### config.mk
export PLATFORM = sky130hd
export DESIGN_NAME = mem_arbiter_flat
export DESIGN_NICKNAME = d
export VERILOG_FILES = /design/src/rtl/mem_arbiter_if.sv /design/src/rtl/mem_arbiter.sv /design/src/flat_wrapper.sv
export SDC_FILE = /design/constraint.sdc
export NUM_CORES = 1
export LEC_CHECK = 0
export BUFFER_PORTS_ARGS = -buffer_cell sky130_fd_sc_hd__buf_2
export CAP_MARGIN = 20
export CORE_AREA = 8 8 108 110
export CTS_CLUSTER_SIZE = 14
export DETAILED_ROUTE_END_ITERATION = 8
export DIE_AREA = 0 0 116 118
export GPL_ROUTABILITY_DRIVEN = 0
export PLACE_DENSITY = 0.76
export SYNTH_ARGS = -nofsm -noshare
export SYNTH_HDL_FRONTEND = slang
export SYNTH_SLANG_ARGS = --single-unit
### constraint.sdc
create_clock -name clk -period 2 [get_ports clk]
set_input_delay 0.2 -clock clk [delete_from_list [all_inputs] [get_ports clk]]
set_output_delay 0.2 -clock clk [all_outputs]
set_load 0.02 [all_outputs]
### src/rtl/mem_arbiter_if.sv
// mem_arbiter_if: requester, memory and status signals of the two-port memory arbiter.
`default_nettype none

interface mem_arbiter_if;
  logic        if_req;
  logic [31:0] if_addr;
  logic        if_ready;
  logic [31:0] if_rdata;

  logic        d_req;
  logic        d_we;
  logic [31:0] d_addr;
  logic [31:0] d_wdata;
  logic        d_ready;
  logic [31:0] d_rdata;

  logic        err;
  logic        busy;

  logic [31:0] mem_addr;
  logic [31:0] mem_wdata;
  logic        mem_MemRead;
  logic        mem_MemWrite;
  logic [31:0] mem_rdata;

  // Arbiter side
  modport slave (
    input  if_req, if_addr, d_req, d_we, d_addr, d_wdata, mem_rdata,
    output if_ready, if_rdata, d_ready, d_rdata, err, busy,
           mem_addr, mem_wdata, mem_MemRead, mem_MemWrite
  );

  // Requester / memory side
  modport master (
    output if_req, if_addr, d_req, d_we, d_addr, d_wdata, mem_rdata,
    input  if_ready, if_rdata, d_ready, d_rdata, err, busy,
           mem_addr, mem_wdata, mem_MemRead, mem_MemWrite
  );
endinterface

`default_nettype wire

### src/rtl/mem_arbiter.sv
// mem_arbiter: shares one MEM_WORDS-word memory between instruction fetch and load/store.
// Define ARB_ROUND_ROBIN_EN for round-robin tie-break; default is fixed data priority.
`default_nettype none

module mem_arbiter #(
  parameter int unsigned MEM_WORDS = 64
) (
  input  wire logic     clk,
  input  wire logic     rst,
  mem_arbiter_if.slave  bus
);

  localparam logic [31:0] c_LIMIT = 32'(MEM_WORDS);

  typedef enum logic [1:0] {
    IDLE   = 2'd0,
    GNT_IF = 2'd1,
    GNT_D  = 2'd2,
    RESP   = 2'd3
  } state_t;

  state_t      r_state;
  state_t      w_next;

  logic        w_if_oor;
  logic        w_d_oor;
  logic        w_pick_d;

  logic        r_if_ready;
  logic        r_d_ready;
  logic        r_err;
  logic [31:0] r_if_rdata;
  logic [31:0] r_d_rdata;

  logic [31:0] w_mem_addr;
  logic [31:0] w_mem_wdata;
  logic        w_mem_rd;
  logic        w_mem_wr;

  // Full-width compare: high address bits must never alias into the array.
  assign w_if_oor = (bus.if_addr >= c_LIMIT);
  assign w_d_oor  = (bus.d_addr  >= c_LIMIT);

`ifdef ARB_ROUND_ROBIN_EN
  // 1 = data was granted most recently; reset value makes the first tie go to data.
  logic r_last_d;

  always_ff @(posedge clk or negedge rst) begin
    if (!rst) begin
      r_last_d <= 1'b0;
    end else if (r_state == IDLE) begin
      if (w_next == GNT_D) begin
        r_last_d <= 1'b1;
      end else if (w_next == GNT_IF) begin
        r_last_d <= 1'b0;
      end
    end
  end

  assign w_pick_d = bus.d_req && (!bus.if_req || !r_last_d);
`else
  assign w_pick_d = bus.d_req;
`endif

  always_ff @(posedge clk or negedge rst) begin
    if (!rst) begin
      r_state <= IDLE;
    end else begin
      r_state <= w_next;
    end
  end

  always_comb begin
    w_next      = r_state;
    w_mem_addr  = 32'h0;
    w_mem_wdata = 32'h0;
    w_mem_rd    = 1'b0;
    w_mem_wr    = 1'b0;
    unique case (r_state)
      IDLE: begin
        if (w_pick_d) begin
          w_next = GNT_D;
        end else if (bus.if_req) begin
          w_next = GNT_IF;
        end
      end
      GNT_IF: begin
        w_next = RESP;
        if (!w_if_oor) begin
          w_mem_addr = bus.if_addr;
          w_mem_rd   = 1'b1;
        end
      end
      GNT_D: begin
        w_next      = RESP;
        w_mem_wdata = bus.d_wdata;
        if (!w_d_oor) begin
          w_mem_addr = bus.d_addr;
          w_mem_rd   = !bus.d_we;
          w_mem_wr   = bus.d_we;
        end
      end
      RESP: begin
        w_next = IDLE;
      end
      default: begin
        w_next = IDLE;
      end
    endcase
  end

  // Ready and err are one-cycle pulses; read data holds until that port completes again.
  always_ff @(posedge clk or negedge rst) begin
    if (!rst) begin
      r_if_ready <= 1'b0;
      r_d_ready  <= 1'b0;
      r_err      <= 1'b0;
      r_if_rdata <= 32'h0;
      r_d_rdata  <= 32'h0;
    end else begin
      r_if_ready <= 1'b0;
      r_d_ready  <= 1'b0;
      r_err      <= 1'b0;
      if (r_state == GNT_IF) begin
        r_if_ready <= 1'b1;
        r_err      <= w_if_oor;
        r_if_rdata <= w_if_oor ? 32'h0 : bus.mem_rdata;
      end
      if (r_state == GNT_D) begin
        r_d_ready <= 1'b1;
        r_err     <= w_d_oor;
        r_d_rdata <= w_d_oor ? 32'h0 : bus.mem_rdata;
      end
    end
  end

  assign bus.if_ready     = r_if_ready;
  assign bus.d_ready      = r_d_ready;
  assign bus.err          = r_err;
  assign bus.if_rdata     = r_if_rdata;
  assign bus.d_rdata      = r_d_rdata;
  assign bus.busy         = (r_state != IDLE);
  assign bus.mem_addr     = w_mem_addr;
  assign bus.mem_wdata    = w_mem_wdata;
  assign bus.mem_MemRead  = w_mem_rd;
  assign bus.mem_MemWrite = w_mem_wr;

`ifndef SYNTHESIS
  a_no_ready_overlap: assert property (@(posedge clk) disable iff (!rst)
    !(r_if_ready && r_d_ready));
`endif

endmodule

`default_nettype wire

### src/flat_wrapper.sv
// flat-port wrapper written by rule: the top's interface ports become plain ports
module mem_arbiter_flat 
#(
  parameter int unsigned MEM_WORDS = 64
)
  (clk, rst, bus_if_req, bus_if_addr, bus_d_req, bus_d_we, bus_d_addr, bus_d_wdata, bus_mem_rdata, bus_if_ready, bus_if_rdata, bus_d_ready, bus_d_rdata, bus_err, bus_busy, bus_mem_addr, bus_mem_wdata, bus_mem_MemRead, bus_mem_MemWrite);
  mem_arbiter_if bus_i ();
  input  wire logic clk;
  input  wire logic rst;
  input wire logic [$bits(bus_i.if_req)-1:0] bus_if_req;
  input wire logic [$bits(bus_i.if_addr)-1:0] bus_if_addr;
  input wire logic [$bits(bus_i.d_req)-1:0] bus_d_req;
  input wire logic [$bits(bus_i.d_we)-1:0] bus_d_we;
  input wire logic [$bits(bus_i.d_addr)-1:0] bus_d_addr;
  input wire logic [$bits(bus_i.d_wdata)-1:0] bus_d_wdata;
  input wire logic [$bits(bus_i.mem_rdata)-1:0] bus_mem_rdata;
  output wire logic [$bits(bus_i.if_ready)-1:0] bus_if_ready;
  output wire logic [$bits(bus_i.if_rdata)-1:0] bus_if_rdata;
  output wire logic [$bits(bus_i.d_ready)-1:0] bus_d_ready;
  output wire logic [$bits(bus_i.d_rdata)-1:0] bus_d_rdata;
  output wire logic [$bits(bus_i.err)-1:0] bus_err;
  output wire logic [$bits(bus_i.busy)-1:0] bus_busy;
  output wire logic [$bits(bus_i.mem_addr)-1:0] bus_mem_addr;
  output wire logic [$bits(bus_i.mem_wdata)-1:0] bus_mem_wdata;
  output wire logic [$bits(bus_i.mem_MemRead)-1:0] bus_mem_MemRead;
  output wire logic [$bits(bus_i.mem_MemWrite)-1:0] bus_mem_MemWrite;
  assign bus_i.if_req = bus_if_req;
  assign bus_i.if_addr = bus_if_addr;
  assign bus_i.d_req = bus_d_req;
  assign bus_i.d_we = bus_d_we;
  assign bus_i.d_addr = bus_d_addr;
  assign bus_i.d_wdata = bus_d_wdata;
  assign bus_i.mem_rdata = bus_mem_rdata;
  assign bus_if_ready = bus_i.if_ready;
  assign bus_if_rdata = bus_i.if_rdata;
  assign bus_d_ready = bus_i.d_ready;
  assign bus_d_rdata = bus_i.d_rdata;
  assign bus_err = bus_i.err;
  assign bus_busy = bus_i.busy;
  assign bus_mem_addr = bus_i.mem_addr;
  assign bus_mem_wdata = bus_i.mem_wdata;
  assign bus_mem_MemRead = bus_i.mem_MemRead;
  assign bus_mem_MemWrite = bus_i.mem_MemWrite;
  mem_arbiter #(.MEM_WORDS(MEM_WORDS)) u_core (.clk(clk), .rst(rst), .bus(bus_i));
endmodule
# After elaboration in Yosys (flattened, before gate mapping)
# Cells that the tools add are included.
# word_totals
register_bits	69
elab_cells	34
# classes
mux	18
n_eq_ne	4
reduce_logical	4
order_cmp	2
# op_table
cell	count
$mux W32	5
$ge A32 B7 Y1 const B	2
$pmux W32 S2	1
$mux W1	8
$pmux W2 S3	1
$eq A2 B2 Y1 const B	2
$mux W2	2
$ne A3 B3 Y1 const B	1
$eq A2 B1 Y1 const B	1
$logic_not A2 Y1	1
$pmux W1 S2	1
$reduce_bool A2 Y1	1
$reduce_or A2 Y1	1
$logic_not A1 Y1	1

# Logic depth before layout (Yosys ltp)
# logic_depth
word_depth	3
ltp_mapped	7
ltp_nobuf	6

# Least setup slack after synthesis
# OpenSTA, ideal clock, no wires.
# synth_timing
path_type	register to output
start	reg u_core.r_state[0]
end	out bus_mem_MemWrite
stages_incl_launch_ff	8
t_arrival_ns	1.810
t_required_ns	1.800
path_slack_ns	-0.010
n_path_buf	1
cell_sequence	dfrtp_1 -> inv_1 -> ha_1 -> nor4b_1 -> nand3_1 -> nor2_4 -> buf_4 -> and2_1
# synth_between
elab_chain_cells	2
# synth_lines
element	line	rtl
start: declaration	mem_arbiter.sv:22	state_t r_state;
start signal: assignment	mem_arbiter.sv:69	r_state <= w_next;
$eq A2 B2 Y1	mem_arbiter.sv:79	unique case (r_state)
$mux W1	mem_arbiter.sv:79	
end: declaration	flat_wrapper.sv:26	output wire logic [$bits(bus_i.mem_MemWrite)-1:0] bus_mem_MemWrite;
# No other way between the ends.

# Worst setup path after layout
# layout_timing
start	reg u_core.r_state[0]
end	out bus_mem_MemRead
# layout_between
elab_chain_cells	2
# layout_lines
element	line	rtl
$eq A2 B2 Y1 or $eq A2 B1 Y1 (tied branches)	mem_arbiter.sv:79	
$pmux W1 S2 (*)	mem_arbiter.sv:79	
end: declaration	flat_wrapper.sv:25	output wire logic [$bits(bus_i.mem_MemRead)-1:0] bus_mem_MemRead;
# Mark *: on every way between the ends. The rest lies on a longest branch, timed or not.

==> impl_results.md <==
* Outcome: finished with violations
* Violated checks: setup timing
* Worst Tran Pin Value at 850 ps
* Cell area after synthesis at 3590 um2
* Synthesized instance count at 318
* Die boundary height at 118 um
* Worst-Skew Late Latency at between 300 and 400 ps
* Placeable core region at ~10000 um2
* Clock root buffer: sky130_fd_sc_hd__clkbuf_8
* Design internal power at 2.66 mW
* Vias at 3317
* 1st-iter DRT viols at between 200 and 250
* Slack of the critical path at -21.4 ps
* Worst EP arrival at around 1800 ps
* Post-DR wirelength/cell at approximately 17 um
* Total power at 4.50 mW
* Antenna violations before repair at 0
* Antenna cell count at 0
* Critical path start-end classification: reg2out
* Fmax at 0.495 GHz
* Dominant register cell in the synthesized netlist: sky130_fd_sc_hd__dfrtp_1
* Reg clk slew, reported paths at 80 ps
* Combinational family with the most area after synthesis: compound AO/OA/AOI/OAI gates
* Number of rows in the core area at 37
* Pre-CTS setup slack at -28.9 ps
* Most common library cell in the layout ignoring fill and taps: sky130_fd_sc_hd__buf_2
* Clock Skews at 13.5 ps
* Total grt overflow at 0
* Post-synth top area cell: sky130_fd_sc_hd__dfrtp_1
* Post-synth EDFFs at 0
* Final net count at 699
* Number of buffers on the longest clock path at 2
* Flip-flop and latch count after synthesis at 69
* Number of buffers inserted during clock tree synthesis at 9
* Share of power burned in combinational logic at 41.9%
* Count of cells along the worst hold path at 2
* Worst path required time at 1800 ps
* Maximum ir drop on the vdd rail at 531 uV
* Worst setup slack for register-to-register paths at 230 ps
* Post-route insts no fill at ~700
* Launching element type of the critical path: flop
* Pwr/cell area at 864 nW/um2
* Total count of hold-check failures in the final report at 0
* Most used routing layer in global routing: met2
* HPWL after DPL at 9310 um
* Part of the total power dissipated in the clock network at 25.5%
* Portion of netlist area occupied by mux cells at 0%
* Grt met1 use at 19.5%
* Number of vias per cell at 4.72
* Met3 GRT Util at 6.57%
* Adder-Cell Fraction of Synth Area at 1.39%
* Die area at 13700 um2
* Post-layout utilization of the core at between 50% and 60%
* Post-route antenna net violation count at 0
* DRC violations left at 0
* Starting utilization of the core area at 35.9%
* Capturing point of the worst reg2reg path: u_core.bus.d_rdata[8]
* Clock tree from TritonCTS: built
* Asr flop ratio synth at 100%
* P_leak at 2.82 nW
* Max-cap violations at 0
* Share of synthesized area occupied by flip-flops and latches at roughly 48%
* Wire length of the first global-routing pass at between 15000 and 20000 um
* Met2 track demand over resource in global routing at a little under a third
* Worst-case reg-to-reg path depth at 9
* Total Wirelength at 12100 um
* Min-Delay Startpoint: bus_mem_rdata[1]
* RSZ-0062 raised after global routing: true
* Top Ports at 267
* Endpoints failing setup at 1
* Simple-gate portion of the synthesized area at 16.5%
* Area share of the largest cell type after synthesis at roughly half
* Global-route usage over all layers at 17.6%
* Worst hold slack at 89.8 ps
* Worst min path class: in2reg
* Level count of the clock H-tree at 3
* Area overhead of the layout relative to synthesis at 45.2%
* P_sw at 1.84 mW
* Leading post-synthesis cells by cell area: sky130_fd_sc_hd__dfrtp_1, sky130_fd_sc_hd__o2bb2ai_2, sky130_fd_sc_hd__a22o_1
* RR Startpoint: u_core.r_state[0]
* CP Max Fanout at 8
* Synthesized-area fraction occupied by ao, oa, aoi and oai cells at between 20% and 30%
* Number of instances in the placed design at 679
* Number of optimization iterations in the first detailed-route pass at 4
* Proportion of power drawn by flip-flops and latches at roughly a third
* Period minus WS final at 2020 ps
* Via count of the first global-routing pass at 3712
* Switching power as a share of total power at 40.9%
* Input/output buffers at 240
* Max-slew violation total from the final report at 0
* Part of the cycle the worst path needs at 101%
* Number of different library cells in the post-synthesis netlist at 30
* Xor/xnor share of the synthesized area at 0%
* Clock Sinks at 69
* Ys Warns at 0
* Largest net degree at the start of global routing at 70
* Fraction of layout cells with a size suffix above 1 at about 57%
* Die Width at 116 um
* End point of the worst hold path: u_core.bus.d_rdata[1]
* Leading cell types in the layout, fill and taps excluded: sky130_fd_sc_hd__buf_2, sky130_fd_sc_hd__dfrtp_1, sky130_fd_sc_hd__nand2_1
* Average size of a mapped cell at 11.3 um2
* Relative slew margins at 43.3%
* Element type at the critical path end: primary output
-- Yosys cell counts (all sizes together) (2+ instances only) --
cell type   n
a22o       32
nor2        4
nand3       2
nor3       15
buf        33
ha          4
nor4       11
o2bb2ai    32
dfrtp      69
and2       33
nand4       2
inv        11
nand2      39
clkbuf     14
o21ai       2
o21a        7
-- flip-flops by register name, indices dropped and copies added (netlist names) --
signal / flops
u_core.bus.if_ready: 1
u_core.bus.d_rdata: 32
u_core.bus.d_ready: 1
u_core.bus.err: 1
u_core.bus.if_rdata: 32
u_core.r_state: 2
-- worst max path at each step --
stage	slack, ps	end	start	cells after the start
2_1_floorplan	8	bus_mem_MemWrite	u_core.r_state[0]	7
3_3_place_gp	80	bus_mem_addr[3]	u_core.r_state[0]	7
3_5_place_dp	-30	bus_mem_addr[3]	u_core.r_state[0]	7
4_1_cts	-60	bus_mem_MemRead	u_core.r_state[0]	8
5_1_grt	-140	bus_mem_MemRead	u_core.r_state[0]	8
6_report	-20	bus_mem_MemRead	u_core.r_state[0]	8
-- what timing repair did --
action | 4_1_cts | 5_1_grt
endpoints found under the setup margin | 29 | 8
buffers inserted | 4 | 3
endpoints found under the hold margin | 46 | 0
pin swaps | 10 | 5
gates resized for setup | 34 | 4
hold buffers | 1 | 0
-- per-stage QoR --
step	TNS (ps)	instance area [um2]
after floorplan	0	3690
after global routing	-956	5220
after CTS	-220	5160
final	-21.4	5220
after global placement	0	4790
after detailed placement	-217	4790
-- cell type report --
class / instances / area, um2
fill: 939 / 4780
sequential: 69 / 1730
multi-input combinational: 216 / 1690
timing repair buffer: 255 / 1390
tap: 136 / 170
clock buffer: 11 / 141
clock inverter: 5 / 58.8
inverter: 11 / 41.3
-- power groups by stage --
| stage | Sequential [mW] | Clock (mW) | Combinational [mW] |
|---|---|---|---|
| floorplan | 1.53 | 0 | 1.16 |
| global placement | 1.49 | 0 | 1.75 |
| detailed placement | 1.50 | 0 | 1.80 |
| CTS | 1.47 | 1.19 | 1.86 |
| global route | 1.47 | 1.25 | 2.08 |
| finish | 1.47 | 1.15 | 1.89 |
-- cells by family after synthesis --
kind of cell | Yosys count
AO/OA/AOI/OAI | 76
adder cells (fa/ha/maj) | 4
buffers and inverters | 58
flip-flops | 69
other | 1
AND/OR/NAND/NOR | 110
-- worst max-delay path, stage by stage, from the launching register on --
cell                      delay (ps)
sky130_fd_sc_hd__dfrtp_1         390
sky130_fd_sc_hd__inv_2            80
sky130_fd_sc_hd__ha_4            130
sky130_fd_sc_hd__nor4b_4         190
sky130_fd_sc_hd__nand3_2         110
sky130_fd_sc_hd__buf_8           180
sky130_fd_sc_hd__nor3_2          130
sky130_fd_sc_hd__o21a_1          150
sky130_fd_sc_hd__buf_6           120
-- metal layers --
metal,wire length [um],part of all wire (%),vias up
met3,1210,10,9
met5,0,0,-
li1,-,-,1572
met1,4600,38,1588
met2,6160,51,148
met4,101,0.84,0
(Power assumes the default switching activity.)
